File: src/rtl/bus_arbiter8.sv
// Round-robin arbiter granting one of eight requesters a shared single-port resource.
// Optional forced-release timeout is built only when ARB_TIMEOUT_EN is defined.
module bus_arbiter8 #(
  parameter int TIMEOUT_CYCLES = 255,
  parameter int CNT_W          = 8
) (
  input  logic       clk,
  input  logic       rst,
  input  logic [7:0] req,
  input  logic       done,
  output logic [7:0] gnt,
  output logic [2:0] sel,
  output logic       busy,
  output logic       timeout_err
);

  typedef enum logic {IDLE, BUSY} state_t;

  state_t     state, state_next;
  logic [2:0] last, last_next;
  logic [7:0] gnt_next;
  logic [2:0] sel_next;
  logic       busy_next;
  logic       timeout_err_next;
  logic [2:0] winner;
  logic       any_req;
  logic       timeout_hit;
  logic       release_now;

  if (TIMEOUT_CYCLES < 1 || TIMEOUT_CYCLES >= (2 ** CNT_W)) begin : g_cfg_check
    $error("bus_arbiter8: TIMEOUT_CYCLES must lie in 1 .. 2**CNT_W-1");
  end

  // Scan last+1 .. last+8 so the previous winner is considered last.
  always_comb begin
    logic [2:0] idx;
    logic       found;
    winner = last;
    found  = 1'b0;
    idx    = last;
    for (int i = 1; i <= 8; i++) begin
      idx = last + 3'(i);
      if (!found && req[idx]) begin
        winner = idx;
        found  = 1'b1;
      end
    end
  end

  assign any_req = |req;

`ifdef ARB_TIMEOUT_EN
  logic [CNT_W-1:0] cnt;
  logic             grant_now;

  // Fires on the edge that would bring the count to TIMEOUT_CYCLES.
  assign timeout_hit = (state == BUSY) && (cnt == CNT_W'(TIMEOUT_CYCLES - 1));
  assign grant_now   = busy_next && ((state == IDLE) || release_now);

  always_ff @(posedge clk or posedge rst) begin
    if (rst) begin
      cnt <= '0;
    end else if (grant_now) begin
      cnt <= '0;
    end else if (state == BUSY && !done) begin
      cnt <= cnt + 1'b1;
    end
  end
`else
  assign timeout_hit = 1'b0;
`endif

  assign release_now = (state == BUSY) && (done || timeout_hit);

  always_comb begin
    state_next       = state;
    last_next        = last;
    gnt_next         = gnt;
    sel_next         = sel;
    busy_next        = busy;
    timeout_err_next = 1'b0;
    case (state)
      IDLE: begin
        if (any_req) begin
          state_next = BUSY;
          last_next  = winner;
          gnt_next   = 8'(1) << winner;
          sel_next   = winner;
          busy_next  = 1'b1;
        end
      end
      BUSY: begin
        if (release_now) begin
          timeout_err_next = timeout_hit && !done;
          if (any_req) begin
            last_next = winner;
            gnt_next  = 8'(1) << winner;
            sel_next  = winner;
            busy_next = 1'b1;
          end else begin
            state_next = IDLE;
            gnt_next   = '0;
            busy_next  = 1'b0;
          end
        end
      end
      default: begin
        state_next = IDLE;
        gnt_next   = '0;
        busy_next  = 1'b0;
      end
    endcase
  end

  always_ff @(posedge clk or posedge rst) begin
    if (rst) begin
      state       <= IDLE;
      last        <= 3'd7;
      gnt         <= '0;
      sel         <= '0;
      busy        <= 1'b0;
      timeout_err <= 1'b0;
    end else begin
      state       <= state_next;
      last        <= last_next;
      gnt         <= gnt_next;
      sel         <= sel_next;
      busy        <= busy_next;
      timeout_err <= timeout_err_next;
    end
  end

endmodule

File: config.mk
export PLATFORM = sky130hd
export DESIGN_NAME = bus_arbiter8
export DESIGN_NICKNAME = d
export VERILOG_FILES = /design/src/rtl/bus_arbiter8.sv
export SDC_FILE = /design/constraint.sdc
export NUM_CORES = 1
export LEC_CHECK = 0
export CAP_MARGIN = 20
export CORE_ASPECT_RATIO = 1.1
export CORE_MARGIN = 5
export CORE_UTILIZATION = 40
export CTS_BUF_LIST = sky130_fd_sc_hd__clkbuf_8
export DETAILED_ROUTE_END_ITERATION = 7
export PLACE_DENSITY = 0.73
export SETUP_SLACK_MARGIN = 0.1
export SKIP_CTS_REPAIR_TIMING = 1
export SLEW_MARGIN = 10
export SYNTH_ARGS = -nofsm -noshare
export SYNTH_HDL_FRONTEND = slang
export SYNTH_SLANG_ARGS = --single-unit
File: constraint.sdc
create_clock -name clk -period 4.1 [get_ports clk]
set_input_delay 0.82 -clock clk [delete_from_list [all_inputs] [get_ports clk]]
set_output_delay 0.82 -clock clk [all_outputs]
set_load 0.005 [all_outputs]
Yosys cells after proc, flatten, opt, wreduce, memory -nomap -nowiden. Index checks and enable logic that the tools add are counted.

Bits in registers: 16. Latch bits: 0. Memory bits (writable): 0. Bits in read-only memories: 0. Memories kept: 0.

$add $sub $neg: 7. $mul: 0. Div/mod/pow operators: 0. Order comparisons: 8. Equal/unequal tests: 2. Shifts and indexed selects: 1. Mux-type cells: 47. Bitwise operators: 1. Reduce and logical (&&, ||, !) cells: 17.

Operators by type and width (number): $mux W3 (12); $lt A3 B4 Y1 const B (8); $bmux W1 S3 (8); $mux W8 (3); $mux W1 (19); $pmux W8 S2 (1); $add A3 B3 Y3 const B (4); $pmux W3 S2 (2); $logic_and A1 B1 Y1 (8); $reduce_or A8 Y1 (1); $shl A1 B3 Y8 const A (1); $logic_not A1 Y1 (7); $add A3 B2 Y3 const B (2); $pmux W1 S2 (2); $add A3 B1 Y3 const B (1); $ne A2 B1 Y1 const B (1); $ne A2 B2 Y1 const B (1); $reduce_and A2 Y1 (1); $not A1 Y1 (1).

Depth between registers and ports, before layout.
Depth after elaboration: 29. Depth in mapped cells: 13.

Worst setup path before layout. Ideal clock, no wire load.

Path type: register to register. Start point: reg last[0]. End point: reg gnt[5]. Setup time: 0.122 ns. Data arrival time: 3.698 ns. Data required time: 3.978 ns. Setup slack: 0.281 ns. Stages on the path, launching flop included: 13. Path buffers: 4. Clock period less this slack: 3.819 ns. Path through: dfstp_2 > buf_6 > buf_2 > clkinv_1 > ha_1 > clkbuf_1 > buf_2 > mux4_2 > mux2_2 > or4b_4 > o221a_1 > mux2i_1 > a32o_1.

Cells in the longest elaborated chain, start to end: 29.

RTL lines: start, declared (line 20) `logic [2:0] last, last_next;`; start signal, assigned (line 125) `last <= last_next;`; $add A3 B1 Y3 (line 42) `idx = last + 3'(i);`; $bmux W1 S3 (line 43) `if (!found && req[idx]) begin`; $mux W1 (implied by the code) (line 43); $mux W1 (line 43); $logic_not A1 Y1 (line 43); $logic_and A1 B1 Y1 (line 43); $mux W1 (line 43); $logic_not A1 Y1 (line 43); (+13 left out); $mux W1 (line 43); $logic_not A1 Y1 (line 43); $logic_and A1 B1 Y1 (line 43); $mux W3 (*) (line 43); $shl A1 B3 Y8 (*) (line 87, 97); $mux W8 (line 95) `if (any_req) begin`; $mux W8 (line 93) `if (release_now) begin`; $pmux W8 S2 (*) (line 82) `case (state)`; end signal, assigned (line 126) `gnt <= gnt_next;`; end, declared (line 11) `output logic [7:0] gnt,`.

Mark *: on every way between the ends. The rest lies on a longest branch, timed or not. The select of a mux whose other input is x is not followed. A chain may end at the register's enable or synchronous reset.

Final worst setup path.
Start point: in req[1]. End point: reg sel[0].

Cells in the longest elaborated chain, start to end: 27.

RTL lines: start, declared (line 9) `input logic [7:0] req,`; $bmux W1 S3 (line 43); $mux W1 (implied by the code) (line 43); $mux W1 (line 43); $logic_not A1 Y1 (line 43); $logic_and A1 B1 Y1 (line 43); $mux W1 (line 43); $logic_not A1 Y1 (line 43); $logic_and A1 B1 Y1 (line 43); (+11 left out); $logic_and A1 B1 Y1 (line 43); $mux W1 (line 43); $logic_not A1 Y1 (line 43); $logic_and A1 B1 Y1 (line 43); $mux W3 (line 43); $mux W3 (*) (line 84, 95); $mux W3 (line 93); $pmux W3 S2 (*) (line 82); end signal, assigned (line 127) `sel <= sel_next;`; end, declared (line 12) `output logic [2:0] sel,`.

Marked as above.

==> results.json <==
{
  "status": "completed",
  "ys_seq_area_share_pct": 23.6,
  "wl_per_cell_um": 15.8,
  "cts-buffers-inserted": 3,
  "finalCritPeriodShare_pct": 89.1,
  "syn_inst": 179,
  "holdWs_ns": 0.468,
  "areaGrowthSynthToFinish_pct": 19.5,
  "tns_ns": 0,
  "fmax_ghz": 0.274,
  "hp-start": "state",
  "gr-total-overflow": 0,
  "post-dp-hpwl_mm": 3.15,
  "synthesis.nets": 192,
  "max_cap_viol_count": 0,
  "pin_count": 24,
  "critical_path.startpoint_type": "input pin",
  "io_buffer_count": 22,
  "grt_max_degree": 24,
  "grt_pass1_vias": 1419,
  "grt_usage_pct": 14.4,
  "reg2reg_from": "last[1]",
  "yosysWarnings": 0,
  "slew_headroom_pct": 55.2,
  "clk_latency_ns": 0.24,
  "end_kind": "flop",
  "viasPerCell": 5.93,
  "cts-root-buf": "clkbuf_8",
  "clk_path_buf_depth": 2,
  "hold_path_class": "reg2reg",
  "grt_pass1_wl_mm": 6.67,
  "finalWirelength_mm": 4.03,
  "cts_num_sinks": 16,
  "path_clk_slew_ns": 0.06,
  "rows": 25,
  "path_cells": "clkdlybuf4s50_1 > mux4_2 > mux2_4 > nand2b_4 > or4b_4 > o221a_1 > mux2i_1 > o21ai_1",
  "routabilityCongestion": 0.892,
  "die_y_um": 78.6,
  "path_max_fanout": 8,
  "syn-cell-area_mm2": 0.00171,
  "antenna_found_initial": 0,
  "drc_errors": 0,
  "fp.coreArea_mm2": 0.00422,
  "die_area_mm2": 0.00568,
  "cp_data_required_time_ns": 4.20,
  "ys_ff_latch": 16,
  "diodes": 0,
  "die_x_um": 72.3,
  "drive_gt1_share_pct": 18.9,
  "final_cell_mix": "clkdlybuf4s50_1, mux2i_1, nand2_1, dfrtp_1, a21oi_1",
  "via_count": 1512,
  "slew_viol_final": 0,
  "cpPeakStageDelay_ns": 0.60,
  "setup_viol": 0,
  "min_period_ns": 3.65,
  "h-tree-depth": 1,
  "cp-startpoint": "req[1]",
  "synth_cell_type_count": 60,
  "tightest_slew_ns": 0.671,
  "crit_type": "in2reg",
  "rsz0062_at_grt": "no",
  "ant_nets": 0,
  "cp.arrival_ns": 3.75,
  "drt_iter0_drc": 155,
  "async_flop_share_pct": 100,
  "fin_skew_ns": 0.00252,
  "syn_area_per_cell_um2": 9.56,
  "final_common_cell": "clkdlybuf4s50_1",
  "nets": 215,
  "start_util_pct": 40.5,
  "critPathSlowestCell": "mux4_2",
  "rrSetupSlack_ns": 0.47,
  "synth_flop_cell": "dfrtp_1",
  "synth_edf_count": 0,
  "cts_tree": "done",
  "finalHoldViolations": 0,
  "drt_pass1_iterations": 4
}
[metal layers]
metal | vias to the layer above | track usage, % | wire, um
met4 | 0 | 2.44 | 29
li1 | 745 | - | -
met5 | - | 0 | 0
met3 | 4 | 1.41 | 147
met1 | 730 | 19.1 | 1830
met2 | 33 | 25.2 | 2030
[final cells by class]
class | instances | area (um^2)
Tap cell | 54 | 67.6
Sequential cell | 16 | 404
Multi-Input combinational cell | 145 | 1220
Clock buffer | 4 | 55.1
Timing Repair Buffer | 28 | 265
Fill cell | 395 | 2180
Inverter | 8 | 30.0
[per-stage QoR]
stage | std cells | instance area (um^2) | utilization [%] | worst slack (ns)
CTS | 255 | 2040 | 48.4 | 0.425
floorplan | 179 | 1710 | - | 0.281
detailed placement | 251 | 1990 | 47.1 | 0.173
global placement | 251 | 1990 | 47.1 | 0.304
global route | 255 | 2040 | 48.4 | 0.278
finish | 255 | 2040 | 48.4 | 0.447
[worst max-delay path: cells and delay by family]
family	cells	cell delay, ns
multiplexers	3	1.26
buffers and inverters	1	0.54
AO/OA/AOI/OAI	2	0.45
AND/OR/NAND/NOR	2	0.68
[path summary, 6_finish.rpt]
kind	endpoint	cells after the start
max	sel[0]	8
min	busy	1
max reg2reg	sel[0]	9
min reg2reg	busy	1
max in group asynchronous	gnt[4]	2
min in group asynchronous	sel[2]	2
[flip-flops by register name, summed over array words and instances (netlist names)]
register / flops
sel: 3
last: 3
gnt: 8
state: 1
busy: 1
[kinds of logic after synthesis]
family	share of synthesized area [%]
simple gates	14.7
flops	23.6
xor+xnor	2.56
other cells	0.219
mux	27.1
buf+inv	4.97
compound gates	25.3
fa+ha+maj	1.46
[cells in the mapped netlist, drive strengths merged, types with 4 or more instances]
master	instances	area (um^2)
nand2	16	60.1
a21oi	9	45.0
dfrtp	13	325
nor2b	4	25.0
o31ai	5	37.5
o21ai	8	40.0
mux2	8	93.8
inv	6	22.5
nor2	7	26.3
mux2i	19	190
mux4	8	180
buf	8	47.5
nand2b	4	32.5
a32o	4	40.0
Power is not shown: default switching activity piles up to over one toggle a cycle in this logic, so the estimate is an artifact.
